$ cat src/rtl/write_combine_buffer_if.sv
// write_combine_buffer_if: CPU word-write port and memory line-write port of the write-combining buffer.
interface write_combine_buffer_if #(
    parameter int WORD_W = 16,
    parameter int LINE_W = 128,
    parameter int ADDR_W = 16
);
    logic                  cpu_write;
    logic [ADDR_W-1:0]     cpu_addr;
    logic [WORD_W-1:0]     cpu_wdata;
    logic [WORD_W/8-1:0]   cpu_byte_enable;
    logic                  cpu_resp;
    logic                  flush;
    logic                  flush_done;
    logic                  mem_write;
    logic [ADDR_W-1:0]     mem_addr;
    logic [LINE_W-1:0]     mem_wdata;
    logic [LINE_W/8-1:0]   mem_byte_mask;
    logic                  mem_resp;

    modport slave (
        input  cpu_write, cpu_addr, cpu_wdata, cpu_byte_enable, flush, mem_resp,
        output cpu_resp, flush_done, mem_write, mem_addr, mem_wdata, mem_byte_mask
    );

    modport master (
        output cpu_write, cpu_addr, cpu_wdata, cpu_byte_enable, flush, mem_resp,
        input  cpu_resp, flush_done, mem_write, mem_addr, mem_wdata, mem_byte_mask
    );
endinterface

$ cat src/rtl/write_combine_buffer.sv
// write_combine_buffer: merges CPU word writes into one line and drains it on conflict or flush.
// Define WCB_AUTO_DRAIN_EN to drain automatically once every byte of the line is written.
module write_combine_buffer #(
    parameter int WORD_W = 16,
    parameter int LINE_W = 128,
    parameter int ADDR_W = 16
) (
    input logic clk,
    input logic reset_n,
    write_combine_buffer_if.slave bus
);
    localparam int WB    = WORD_W / 8;
    localparam int LB    = LINE_W / 8;
    localparam int OFF_W = $clog2(LB);
    localparam int BW    = $clog2(WB);

    typedef enum logic [1:0] {IDLE, COLLECT, DRAIN} state_t;

    state_t                  state;
    logic [ADDR_W-OFF_W-1:0] tag;
    logic [ADDR_W-OFF_W-1:0] addr_tag;
    logic [LB-1:0]           mask;
    logic [LB-1:0]           next_mask;
    logic [LINE_W-1:0]       data;
    logic [LINE_W-1:0]       next_data;
    logic [OFF_W-1:0]        slot;
    logic                    mem_write;
    logic                    flush_done;
    logic                    accept;
    logic                    load;
    logic                    conflict;
    logic                    full;

    assign addr_tag = bus.cpu_addr[ADDR_W-1:OFF_W];
    assign slot     = bus.cpu_addr[OFF_W-1:0] >> BW;
    assign accept   = reset_n && bus.cpu_write && (state == IDLE || (state == COLLECT && addr_tag == tag));
    assign load     = accept && |bus.cpu_byte_enable;
    assign conflict = bus.cpu_write && addr_tag != tag;

`ifdef WCB_AUTO_DRAIN_EN
    assign full = &mask;
`else
    assign full = 1'b0;
`endif

    // Data bytes are only ever written alongside their mask bit, so unwritten bytes stay 0.
    always_comb begin
        next_mask = mask;
        next_data = data;
        for (int j = 0; j < LB; j++)
            if (accept && slot == OFF_W'(j / WB) && bus.cpu_byte_enable[j % WB]) begin
                next_mask[j]        = 1'b1;
                next_data[j*8 +: 8] = bus.cpu_wdata[(j % WB)*8 +: 8];
            end
    end

    always_ff @(posedge clk or negedge reset_n)
        if (!reset_n) begin
            state      <= IDLE;
            tag        <= '0;
            mask       <= '0;
            data       <= '0;
            mem_write  <= 1'b0;
            flush_done <= 1'b0;
        end else begin
            flush_done <= state == IDLE && bus.flush && !load;
            mask       <= next_mask;
            data       <= next_data;
            case (state)
                IDLE:
                    if (load) begin
                        tag   <= addr_tag;
                        state <= COLLECT;
                    end
                COLLECT:
                    if (conflict || bus.flush || full) begin
                        state     <= DRAIN;
                        mem_write <= 1'b1;
                    end
                DRAIN:
                    if (bus.mem_resp) begin
                        state     <= IDLE;
                        mem_write <= 1'b0;
                        mask      <= '0;
                        data      <= '0;
                    end
                default: state <= IDLE;
            endcase
        end

    assign bus.cpu_resp      = accept;
    assign bus.flush_done    = flush_done;
    assign bus.mem_write     = mem_write;
    assign bus.mem_addr      = {tag, {OFF_W{1'b0}}};
    assign bus.mem_wdata     = data;
    assign bus.mem_byte_mask = mask;
endmodule

$ cat src/flat_wrapper.sv
// flat-port wrapper written by rule: the top's interface ports become plain ports
module write_combine_buffer_flat 
#(
    parameter int WORD_W = 16,
    parameter int LINE_W = 128,
    parameter int ADDR_W = 16
)
  (clk, reset_n, bus_cpu_write, bus_cpu_addr, bus_cpu_wdata, bus_cpu_byte_enable, bus_flush, bus_mem_resp, bus_cpu_resp, bus_flush_done, bus_mem_write, bus_mem_addr, bus_mem_wdata, bus_mem_byte_mask);
  write_combine_buffer_if #(.WORD_W(WORD_W), .LINE_W(LINE_W), .ADDR_W(ADDR_W)) bus_i ();
  input logic clk;
  input logic reset_n;
  input wire logic [$bits(bus_i.cpu_write)-1:0] bus_cpu_write;
  input wire logic [$bits(bus_i.cpu_addr)-1:0] bus_cpu_addr;
  input wire logic [$bits(bus_i.cpu_wdata)-1:0] bus_cpu_wdata;
  input wire logic [$bits(bus_i.cpu_byte_enable)-1:0] bus_cpu_byte_enable;
  input wire logic [$bits(bus_i.flush)-1:0] bus_flush;
  input wire logic [$bits(bus_i.mem_resp)-1:0] bus_mem_resp;
  output wire logic [$bits(bus_i.cpu_resp)-1:0] bus_cpu_resp;
  output wire logic [$bits(bus_i.flush_done)-1:0] bus_flush_done;
  output wire logic [$bits(bus_i.mem_write)-1:0] bus_mem_write;
  output wire logic [$bits(bus_i.mem_addr)-1:0] bus_mem_addr;
  output wire logic [$bits(bus_i.mem_wdata)-1:0] bus_mem_wdata;
  output wire logic [$bits(bus_i.mem_byte_mask)-1:0] bus_mem_byte_mask;
  assign bus_i.cpu_write = bus_cpu_write;
  assign bus_i.cpu_addr = bus_cpu_addr;
  assign bus_i.cpu_wdata = bus_cpu_wdata;
  assign bus_i.cpu_byte_enable = bus_cpu_byte_enable;
  assign bus_i.flush = bus_flush;
  assign bus_i.mem_resp = bus_mem_resp;
  assign bus_cpu_resp = bus_i.cpu_resp;
  assign bus_flush_done = bus_i.flush_done;
  assign bus_mem_write = bus_i.mem_write;
  assign bus_mem_addr = bus_i.mem_addr;
  assign bus_mem_wdata = bus_i.mem_wdata;
  assign bus_mem_byte_mask = bus_i.mem_byte_mask;
  write_combine_buffer #(.WORD_W(WORD_W), .LINE_W(LINE_W), .ADDR_W(ADDR_W)) u_core (.clk(clk), .reset_n(reset_n), .bus(bus_i));
endmodule
$ cat config.mk
export PLATFORM = sky130hd
export DESIGN_NAME = write_combine_buffer_flat
export DESIGN_NICKNAME = d
export VERILOG_FILES = /design/src/rtl/write_combine_buffer_if.sv /design/src/rtl/write_combine_buffer.sv /design/src/flat_wrapper.sv
export SDC_FILE = /design/constraint.sdc
export NUM_CORES = 1
export LEC_CHECK = 0
export ABC_AREA = 1
export ABC_CLOCK_PERIOD_IN_PS = 4800
export BUFFER_PORTS_ARGS = -buffer_cell sky130_fd_sc_hd__buf_2
export CELL_PAD_IN_SITES_DETAIL_PLACEMENT = 1
export CELL_PAD_IN_SITES_GLOBAL_PLACEMENT = 2
export CORE_MARGIN = 5
export CORE_UTILIZATION = 32
export CTS_CLUSTER_SIZE = 20
export DETAILED_ROUTE_END_ITERATION = 12
export PLACE_DENSITY_LB_ADDON = 0.1
export SLEW_MARGIN = 25
export SYNTH_ARGS = -nofsm -noshare
export SYNTH_HDL_FRONTEND = slang
export SYNTH_SLANG_ARGS = --single-unit
$ cat constraint.sdc
create_clock -name clk -period 4.8 [get_ports clk]
set_input_delay 0.72 -clock clk [delete_from_list [all_inputs] [get_ports clk]]
set_output_delay 0.72 -clock clk [all_outputs]
set_load 0.01 [all_outputs]
==> metrics, run 1 <==
status complete, no violations; later-pin clock latency in the skew report 420 ps; post-synthesis cell type count 25; CTS tree built; Clock Sinks 160; grt ovf 0; Comb pwr share 33.1%; Core Box Area 23500 sq um; WP data arrival 1990 ps; fraction of layout cells with a size suffix above 1 21.2%; Synth Warn # 0; Ports 202; first-pass GRT wire length 37.4 mm; Slew Limit Fails 0; Leak 0.00586 uW; CP delay by family, top simple AND/OR/NAND/NOR gates; switching power 1960 uW; CTS clk-pin slew, worst paths 70 ps; CP Launch Type register; total chip power 5420 uW; Area Overhead vs Synth 22.5%; cell depth of the worst flop-to-flop path 10; share of the synthesized area in the top cell type 52.0%; ranking of synthesized cells by area dfrtp_1 52%, nand2_1 15%, nor2_1 13%; Detailed Route Iter0 Violations 369; Initial Util 32.7%; Antenna Cells 0; WP depth 8; CP required 4080 ps; Worst VDD drop 220 uV; power share of the clock group 27.9%; gr usage total 18.0%; root buffer cell clkbuf_16; CP Capture Type output pin; Reg-to-Reg End u_core.tag[5]; most instantiated library cell after synthesis nand2_1; PortBufs 196; Die H 165 microns; DRT Pass-1 Iters 4; chip width 165 microns; Clock Path Buffers 2; Tmin final 2710 ps; total CTS buffers 17; DP HPWL 16.4 mm; Mapped Avg Cell Area 7.47 sq um; Post-DP Area 8780 sq um; Post-Syn Area 7690 sq um; Synth Register Bits 160; die area 27200 sq um; Synth top cells by count 298 x nand2_1, 271 x nor2_1, 166 x inv_1, 160 x dfrtp_1, 31 x buf_2; fmax 0.369 GHz; total number of vias 6513; Final period util 56.5%; worst-margin pin slew 756 ps; Worst Clk Skew 9.98 ps; Fin. Hold Viols 0; PwrDens 575 nW/um^2; Primary FF master, synth dfrtp_1; Int Pwr 3460 uW; switch share 36.2%; Async SR Flop Fraction 100%; CP Capture Point bus_cpu_resp; H-tree levels 4; vias per cell 4.27; Max-Cap Viols 0; CP peak stage delay 400 ps; Post-synth EDFFs 0; final instance area 9420 sq um; Routed WL 24.1 mm; RSZ-0062 raised after global routing false; Post-CTS Resized 0; Post-Syn Instances 1030; initial antenna violation count 0; row cnt 56; vias in the first global route 6584; Hold Buf Count CTS 0; worst r2r src u_core.tag[3]; Yosys top cell by area dfrtp_1; ANT nets after route 0; CP Cell Sequence xnor2_1 -> nand2_1 -> nor2_1 -> nand3_1 -> nand2_2 -> nand2_4 -> inv_6 -> buf_2; count of final setup violators 0; NumNets Final 1235; worst path bufs/invs 2; share of power burned in registers 39.0%; max_slew headroom 49.5%; post-DR wirelength/cell 15.8 microns; CP Launch Point u_core.tag[3]; crit path kind register to output pin; drt drc 0; Setup TNS Final 0 ps; largest net degree at the start of global routing 72; FF-to-FF setup slack 2400 ps; CP max FO 15; RePlAce Congestion 0.714; worst min path class input pin to asynchronous set/reset pin; post-synthesis sequential area ratio 52.0%; setup bufs post-CTS 0; Max stage delay cell, worst path dfrtp_1
==> cell usage in the layout (no fill, tap or decap), types with 7 or more instances in the layout <==
cell type,instances
nand2_1,298
nor2_1,270
buf_2,195
inv_1,165
dfrtp_1,160
nand3_1,22
clkbuf_16,17
a21oi_1,16
nand3_4,9
o21ai_1,7
==> kinds of logic after synthesis <==
logic type / Yosys count / share of synthesized area [%]
buf+inv: 226 / 12.9
compound gates: 26 / 1.74
other cells: 1 / 0.0487
xor+xnor: 5 / 0.569
simple gates: 612 / 32.7
flops: 160 / 52.0
==> worst reg2reg max path, delay by kind of cell, from the launching register on <==
kind,cells,cell delay [ps]
and+or+nand+nor,7,1250
DFF,1,400
AOI/OAI and AO/OA,2,400
xor gates and xnor gates,1,210
==> final cells by class <==
cell class / instances / area, sq um
clock buffer: 19 / 433
clock inverter: 12 / 208
fill: 3017 / 14100
inverter: 169 / 642
multi-input combinational: 647 / 2710
sequential: 160 / 4000
tap: 319 / 399
timing repair buffer: 201 / 1030
==> flip-flops by register name (all words and copies together) (netlist names) <==
| register | count |
|---|---|
| u_core.bus.mem_write | 1 |
| u_core.state | 2 |
| u_core.bus.flush_done | 1 |
| u_core.bus.mem_byte_mask | 16 |
| u_core.tag | 12 |
| u_core.bus.mem_wdata | 128 |
==> metal layers <==
metal,part of all wire [%],vias up,track usage [%]
met1,46,3092,23.3
met2,47,126,29.7
met4,0.44,0,2.72
met3,7.0,6,6.23
met5,0,-,0
li1,-,3289,-
==> how the worst min path moves through the flow <==
stage,to,cells after the start
after floorplan,u_core.bus.flush_done,0
after global placement,u_core.bus.mem_write,2
after detailed placement,u_core.bus.mem_wdata[110],2
after CTS,u_core.bus.mem_wdata[5],1
after global routing,u_core.bus.mem_wdata[5],1
final,u_core.bus.mem_wdata[4],1
==> power groups by stage <==
stage | logic, uW | clock network, uW | registers, uW
4_1_cts | 1840 | 1550 | 2120
6_report | 1790 | 1510 | 2110
2_1_floorplan | 786 | 0 | 2370
5_1_grt | 2060 | 1620 | 2180
3_3_place_gp | 1800 | 0 | 2130
3_5_place_dp | 1830 | 0 | 2150
==> through the flow <==
stage	worst slack, ps	util, %	hold WS (ps)	std cells
5_1_grt	1880	40.0	211	1527
4_1_cts	2020	40.0	202	1527
3_3_place_gp	1900	37.3	478	1496
2_1_floorplan	2570	-	424	1033
3_5_place_dp	1910	37.3	497	1496
6_report	2090	40.0	203	1527
No activity file was read; power rests on OpenSTA's default activity.
==> inputs of run 2 (changes only) <==
--- a/config.mk
+++ b/config.mk
@@ -6,12 +6,12 @@
 export NUM_CORES = 1
 export LEC_CHECK = 0
 export ABC_AREA = 1
-export ABC_CLOCK_PERIOD_IN_PS = 4800
+export ABC_CLOCK_PERIOD_IN_PS = 2200
 export BUFFER_PORTS_ARGS = -buffer_cell sky130_fd_sc_hd__buf_2
 export CELL_PAD_IN_SITES_DETAIL_PLACEMENT = 1
 export CELL_PAD_IN_SITES_GLOBAL_PLACEMENT = 2
 export CORE_MARGIN = 5
-export CORE_UTILIZATION = 32
+export CORE_UTILIZATION = 26
 export CTS_CLUSTER_SIZE = 20
 export DETAILED_ROUTE_END_ITERATION = 12
 export PLACE_DENSITY_LB_ADDON = 0.1
==> constraint.sdc (replaced) <==
create_clock -name clk -period 2.2 [get_ports clk]
set_input_delay 0.33 -clock clk [delete_from_list [all_inputs] [get_ports clk]]
set_output_delay 0.33 -clock clk [all_outputs]
set_load 0.01 [all_outputs]
==> run 2 against run 1 <==
  * First-iteration DRC count shrank 20%
  * Sequential share of layout area shrank 1.2 points
  * Register-to-register slack lost 2300 ps
  * Worst setup slack worse by 2000 ps
  * Die area is 22% higher
  * Critical path depth unchanged
  * Cell count increased by 6.4%
==> metrics, run 2 (synthesized netlist as in run 1, its figures left out) <==
status complete, no violations; Max stage delay cell, worst path dfrtp_1; CP Capture Type output pin; fmax 0.471 GHz; total number of vias 6574 (+0.94%); WP data arrival 1790 ps (-200 ps); worst path bufs/invs 2 (unchanged); Antenna Cells 0 (unchanged); chip width 182 microns (+10%); largest net degree at the start of global routing 52 (-28%); Routed WL 26.1 mm (+8.5%); CP required 1870 ps (-2210 ps); row cnt 63 (+13%); RSZ-0062 raised after global routing true; Initial Util 26.2% (-6.5 points); Ports 202 (unchanged); initial antenna violation count 1 (+1); Worst VDD drop 516 uV (+130%); power share of the clock group 25.1% (-2.8 points); NumNets Final 1262 (+2.2%); Slew Limit Fails 0 (unchanged); fraction of layout cells with a size suffix above 1 22.9% (+1.7 points); max reg flops 128 (unchanged); Comb pwr share 35.0% (+1.9 points); Tmin final 2120 ps; Setup TNS Final 0 ps (unchanged); CP Launch Type register; CP peak stage delay 420 ps (+20 ps); switching power 4290 uW (+120%); first-pass GRT wire length 40.8 mm (+9.1%); most frequent cells in the layout 298 x nand2_1, 269 x nor2_1, 195 x buf_2, 165 x inv_1, 160 x dfrtp_1; Clock Sinks 160 (unchanged); Fillers 3654 (+21%); vias per cell 4.05 (-5.1%); DRT Pass-1 Iters 4 (unchanged); Fin. Hold Viols 0 (unchanged); min setup slack post-route 78.8 ps (-2010 ps); H-tree levels 4 (unchanged); Clock Path Buffers 2 (unchanged); crit path kind register to output pin; Core Box Area 29400 sq um (+25%); switch share 37.1% (+0.93 points); later-pin clock latency in the skew report 420 ps (about the same); Final period util 96.4%; Die H 182 microns (+10%); die area 33100 sq um (+22%); PortBufs 196 (unchanged); CTS tree built; grt ovf 0 (unchanged); post-DR wirelength/cell 16.1 microns (+2.1%); CP delay by family, top simple AND/OR/NAND/NOR gates; CP Cell Sequence xnor2_2 -> nand2_1 -> nor2_2 -> nand3_2 -> nand2_2 -> nand2_4 -> inv_12 -> buf_2; pre-CTS setup slack 18.4 ps (-1890 ps); total CTS buffers 17 (unchanged); worst-margin pin slew 725 ps (-31.5 ps); Leak 0.00596 uW (+1.7%); Max-Cap Viols 0 (unchanged); ANT nets after route 0 (unchanged); gr usage total 15.8% (-2.2 points); commonest non-fill, non-tap cell in the layout nand2_1; vias in the first global route 6935 (+5.3%); Detailed Route Iter0 Violations 294 (-20%); Worst Clk Skew 14.9 ps (+4.92 ps); max_slew headroom 51.7% (+2.2 points); drt drc 0 (unchanged); Int Pwr 7260 uW (+110%); share of power burned in registers 40.0% (+1.0 points); CTS clk-pin slew, worst paths 60 ps (about the same); count of final setup violators 0 (unchanged); PwrDens 1190 nW/um^2 (+110%); DP HPWL 17.7 mm (+8.0%); Area Overhead vs Synth 26.0%; worst min path class input pin to register; CP max FO 3 (-12); root buffer cell clkbuf_16; RePlAce Congestion 0.730 (+2.2%)
## run 2: cell count changes in the layout (fill, tap and decap cells not counted), sizes merged
| cell | delta |
|---|---|
| clkinv | +4 |
| inv | -3 |
| nand3 | +3 |
| dlygate4sd3 | +1 |
| clkbuf | +1 |
| bufinv | -3 |
| buf | +23 |
## run 2: layer usage
layer / wire length (microns) / GRT usage, % / vias to the layer above
li1: - / - / 3358
met5: 13 / 0 / -
met4: 208 / 2.88 / 2
met1: 12100 / 20.8 / 3080
met2: 12200 / 25.8 / 118
met3: 1610 / 5.01 / 16
## run 2: stage by stage
step	instances	hold WS, ps	instance area (sq um)	utilization, %	power, uW
2_1_floorplan	1033	34.4	7710	-	6880
3_3_place_gp	1584	147	9030	30.7	8690
3_5_place_dp	1584	144	9030	30.7	8760
4_1_cts	1618	92.8	9640	32.8	11800
5_1_grt	1624	100	9700	33.0	12600
6_report	1624	118	9700	33.0	11600
## run 2: cell type report
cell class / instances / area, sq um / area share, %
Multi-Input combinational cell: 650 / 2760 / 28.4
Inverter: 169 / 649 / 6.70
Timing Repair Buffer: 225 / 1250 / 12.9
Clock buffer: 20 / 437 / 4.50
Sequential cell: 160 / 4000 / 41.3
Tap cell: 390 / 488 / 5.03
Clock inverter: 10 / 116 / 1.20
## run 2: timing repair
item | in CTS | in global routing
hold endpoints to repair | 6 | 0
pin swaps | 1 | 8
hold buffers | 1 | 0
cloned | 0 | 3
resized for setup | 5 | 1
setup buffers | 3 | 3
setup endpoints to repair | 1 | 21
## run 2: power groups by stage
stage / Combinational (uW) / Clock (uW) / Sequential (uW)
after floorplan: 1720 / 0 / 5160
after global placement: 4030 / 0 / 4660
after detailed placement: 4070 / 0 / 4690
after CTS: 4120 / 3030 / 4650
after global routing: 4650 / 3170 / 4780
final: 4040 / 2890 / 4620
## run 2: path summary, 6_finish.rpt
path / startpoint / end / slack, ps / cells after the start
worst max-delay path: u_core.tag[3] / bus_cpu_resp / 80 / 8
worst min-delay path: bus_mem_resp / u_core.state[1] / 120 / 2
worst max register to register: u_core.tag[3] / u_core.bus.mem_wdata[59] / 150 / 12
worst min register to register: u_core.bus.mem_write / u_core.bus.mem_write / 480 / 2
max in group asynchronous: reset_n / u_core.bus.mem_wdata[79] / 1000 / 3
min in group asynchronous: reset_n / u_core.bus.mem_wdata[5] / 270 / 2
==> inputs of run 3 (changes only) <==
--- a/config.mk
+++ b/config.mk
@@ -6,7 +6,7 @@
 export NUM_CORES = 1
 export LEC_CHECK = 0
 export ABC_AREA = 1
-export ABC_CLOCK_PERIOD_IN_PS = 2200
+export ABC_CLOCK_PERIOD_IN_PS = 1900
 export BUFFER_PORTS_ARGS = -buffer_cell sky130_fd_sc_hd__buf_2
 export CELL_PAD_IN_SITES_DETAIL_PLACEMENT = 1
 export CELL_PAD_IN_SITES_GLOBAL_PLACEMENT = 2
==> constraint.sdc (replaced) <==
create_clock -name clk -period 1.9 [get_ports clk]
set_input_delay 0.285 -clock clk [delete_from_list [all_inputs] [get_ports clk]]
set_output_delay 0.285 -clock clk [all_outputs]
set_load 0.01 [all_outputs]
==> run 3 against run 2 <==
  * The run now ends with setup timing left
  * Clock power rose by 16%
  * Clock-buffer cell count fell by 1
  * Total power rose by 19%
  * Critical endpoint unchanged
  * Highest routed layer unchanged
==> metrics, run 3 (synthesized netlist as in run 1, its figures left out) <==
max reg flops 128 (unchanged); CTS tree built; chip width 182 microns (unchanged); Slew Limit Fails 0 (unchanged); first-pass GRT wire length 41.3 mm (+1.1%); max_slew headroom 23.6% (-28 points); later-pin clock latency in the skew report 440 ps (+20 ps); Ports 202 (unchanged); Clock Path Buffers 2 (unchanged); fraction of layout cells with a size suffix above 1 29.2% (+6.2 points); vias per cell 4.11 (+1.4%); Clock Sinks 160 (unchanged); Comb pwr share 36.6% (+1.6 points); CP required 1620 ps (-250 ps); Fillers 3664 (+0.27%); grt ovf 0 (unchanged); Int Pwr 8440 uW (+16%); post-DR wirelength/cell 16.9 microns (+5.0%); crit path kind register to output pin; FF-to-FF setup slack -80 ps (-230 ps); total number of vias 6770 (+3.0%); total CTS buffers 17 (unchanged); PortBufs 196 (unchanged); Max-Cap Viols 0 (unchanged); switch share 38.4% (+1.3 points); ANT nets after route 0 (unchanged); row cnt 63 (unchanged); Core Box Area 29400 sq um (unchanged); NumNets Final 1286 (+1.9%); Max stage delay cell, worst path dfrtp_1; Worst Clk Skew 18.1 ps (+3.22 ps); root buffer cell clkbuf_16; Antenna Cells 0 (unchanged); RePlAce Congestion 0.718 (-1.6%); CP Capture Type output pin; worst r2r src u_core.tag[7]; Area Overhead vs Synth 34.1%; failing checks setup timing; status finished with violations; vias in the first global route 6896 (-0.56%); CP Launch Type register; CP Cell Sequence xnor2_1 -> nand2_1 -> nor2_2 -> nand3_2 -> nand2_2 -> nand2_4 -> inv_12 -> buf_6; Detailed Route Iter0 Violations 299 (+1.7%); Final period util 105%; die area 33100 sq um (unchanged); min setup slack post-route -94.1 ps (-173 ps); Leak 0.00610 uW (+2.5%); drt drc 0 (unchanged); most frequent cells in the layout 269 x nand2_1, 246 x nor2_1, 194 x buf_2, 165 x inv_1, 160 x dfrtp_1; share of power burned in registers 39.0% (-1.0 points); Fin. Hold Viols 0 (unchanged); switching power 5260 uW (+23%); CP peak stage delay 410 ps (about the same); CP max FO 3 (unchanged); Worst VDD drop 430 uV (-17%); worst min path class input pin to asynchronous set/reset pin; worst-margin pin slew 1140 ps (+417 ps); Reg-to-Reg End u_core.bus.mem_wdata[72]; H-tree levels 4 (unchanged); PwrDens 1330 nW/um^2 (+12%); register area 4000 sq um (unchanged); fmax 0.501 GHz; Tmin final 1990 ps; count of final setup violators 62 (+62); worst hold margin 5.17 ps (-113 ps); Routed WL 27.9 mm (+6.6%); largest net degree at the start of global routing 135 (+160%); WP data arrival 1710 ps (-80 ps); gr usage total 16.0% (+0.23 points); Multi-input gate area 3050 sq um (+11%); commonest non-fill, non-tap cell in the layout nand2_1; power share of the clock group 24.5% (-0.6 points); Die H 182 microns (unchanged); DP HPWL 17.1 mm (-3.5%); initial antenna violation count 1 (unchanged); cell depth of the worst flop-to-flop path 11 (-1); RSZ-0062 raised after global routing true; Initial Util 26.2% (unchanged); DRT Pass-1 Iters 4 (unchanged); CTS clk-pin slew, worst paths 70 ps (about the same); Layout Utilization 35.1% (+2.1 points)
## run 3: cell types whose count changed in the layout (fill, tap and decap cells not counted), moves of 3 or more
cell and delta:
a21oi_1 -5, nand2_2 +26, nand3_4 +7, clkbuf_16 +4, nand2_1 -29, buf_12 +9
buf_6 +5, nor2_1 -23, nand2_4 +3, nor2_2 +22, clkbuf_1 -3, inv_6 +6
a21oi_2 +5, clkinv_2 -3
## run 3: power by group through the flow
stage / combinational, uW / sequential, uW / clock (uW)
2_1_floorplan: 1990 / 5980 / 0
3_3_place_gp: 4740 / 5390 / 0
3_5_place_dp: 4790 / 5430 / 0
4_1_cts: 4880 / 5370 / 3490
5_1_grt: 5720 / 5530 / 3630
6_report: 5010 / 5340 / 3350
## run 3: area by class of cell
type                    instances  area share, %
clock inverters                12          0.970
well taps                     390           4.73
multi-input cells             658           29.6
repair buffers                241           15.2
clock buffers                  19           4.39
flip-flops and latches        160           38.8
inverters                     169           6.29
## run 3: how the worst max path moves through the flow
stage / from / to
after floorplan: u_core.tag[7] / u_core.bus.mem_wdata[48]
after CTS: u_core.tag[2] / bus_cpu_resp
after global routing: u_core.tag[11] / u_core.bus.mem_wdata[59]
final: u_core.tag[7] / bus_cpu_resp
after global placement: bus_cpu_addr[5] / u_core.bus.mem_wdata[74]
after detailed placement: bus_cpu_addr[4] / u_core.bus.mem_wdata[53]
## run 3: worst max-delay path, delay by kind of cell (launching register included)
| family | cells | cell delay, ps |
|---|---|---|
| buffers and inverters | 2 | 190 |
| DFF | 1 | 410 |
| and+or+nand+nor | 5 | 510 |
| xor gates and xnor gates | 1 | 170 |
## run 3: per-layer routing
layer  wire length [microns]  track usage, %
met5                      13               0
met4                     326            4.02
met3                    1420            4.35
met2                   12900            26.2
met1                   13200            21.1
## run 3: repair_timing
item                                    4_1_cts  5_1_grt
gates resized for setup                       7       79
setup buffers                                 4        8
pin swaps                                     5       12
cloned                                        3       13
hold endpoints to repair                     26        0
endpoints found under the setup margin      116      157
hold buffers                                  1        0
## run 3: per-stage QoR
step	setup slack (ps)	instances	setup TNS, ps	area, sq um	power (uW)
2_1_floorplan	172	1033	0	7710	7960
3_3_place_gp	-109	1589	-9010	9150	10100
3_5_place_dp	-103	1589	-7310	9150	10200
4_1_cts	-136	1628	-12130	9800	13700
5_1_grt	-210	1649	-20370	10300	14900
6_report	-94.1	1649	-1990	10300	13700
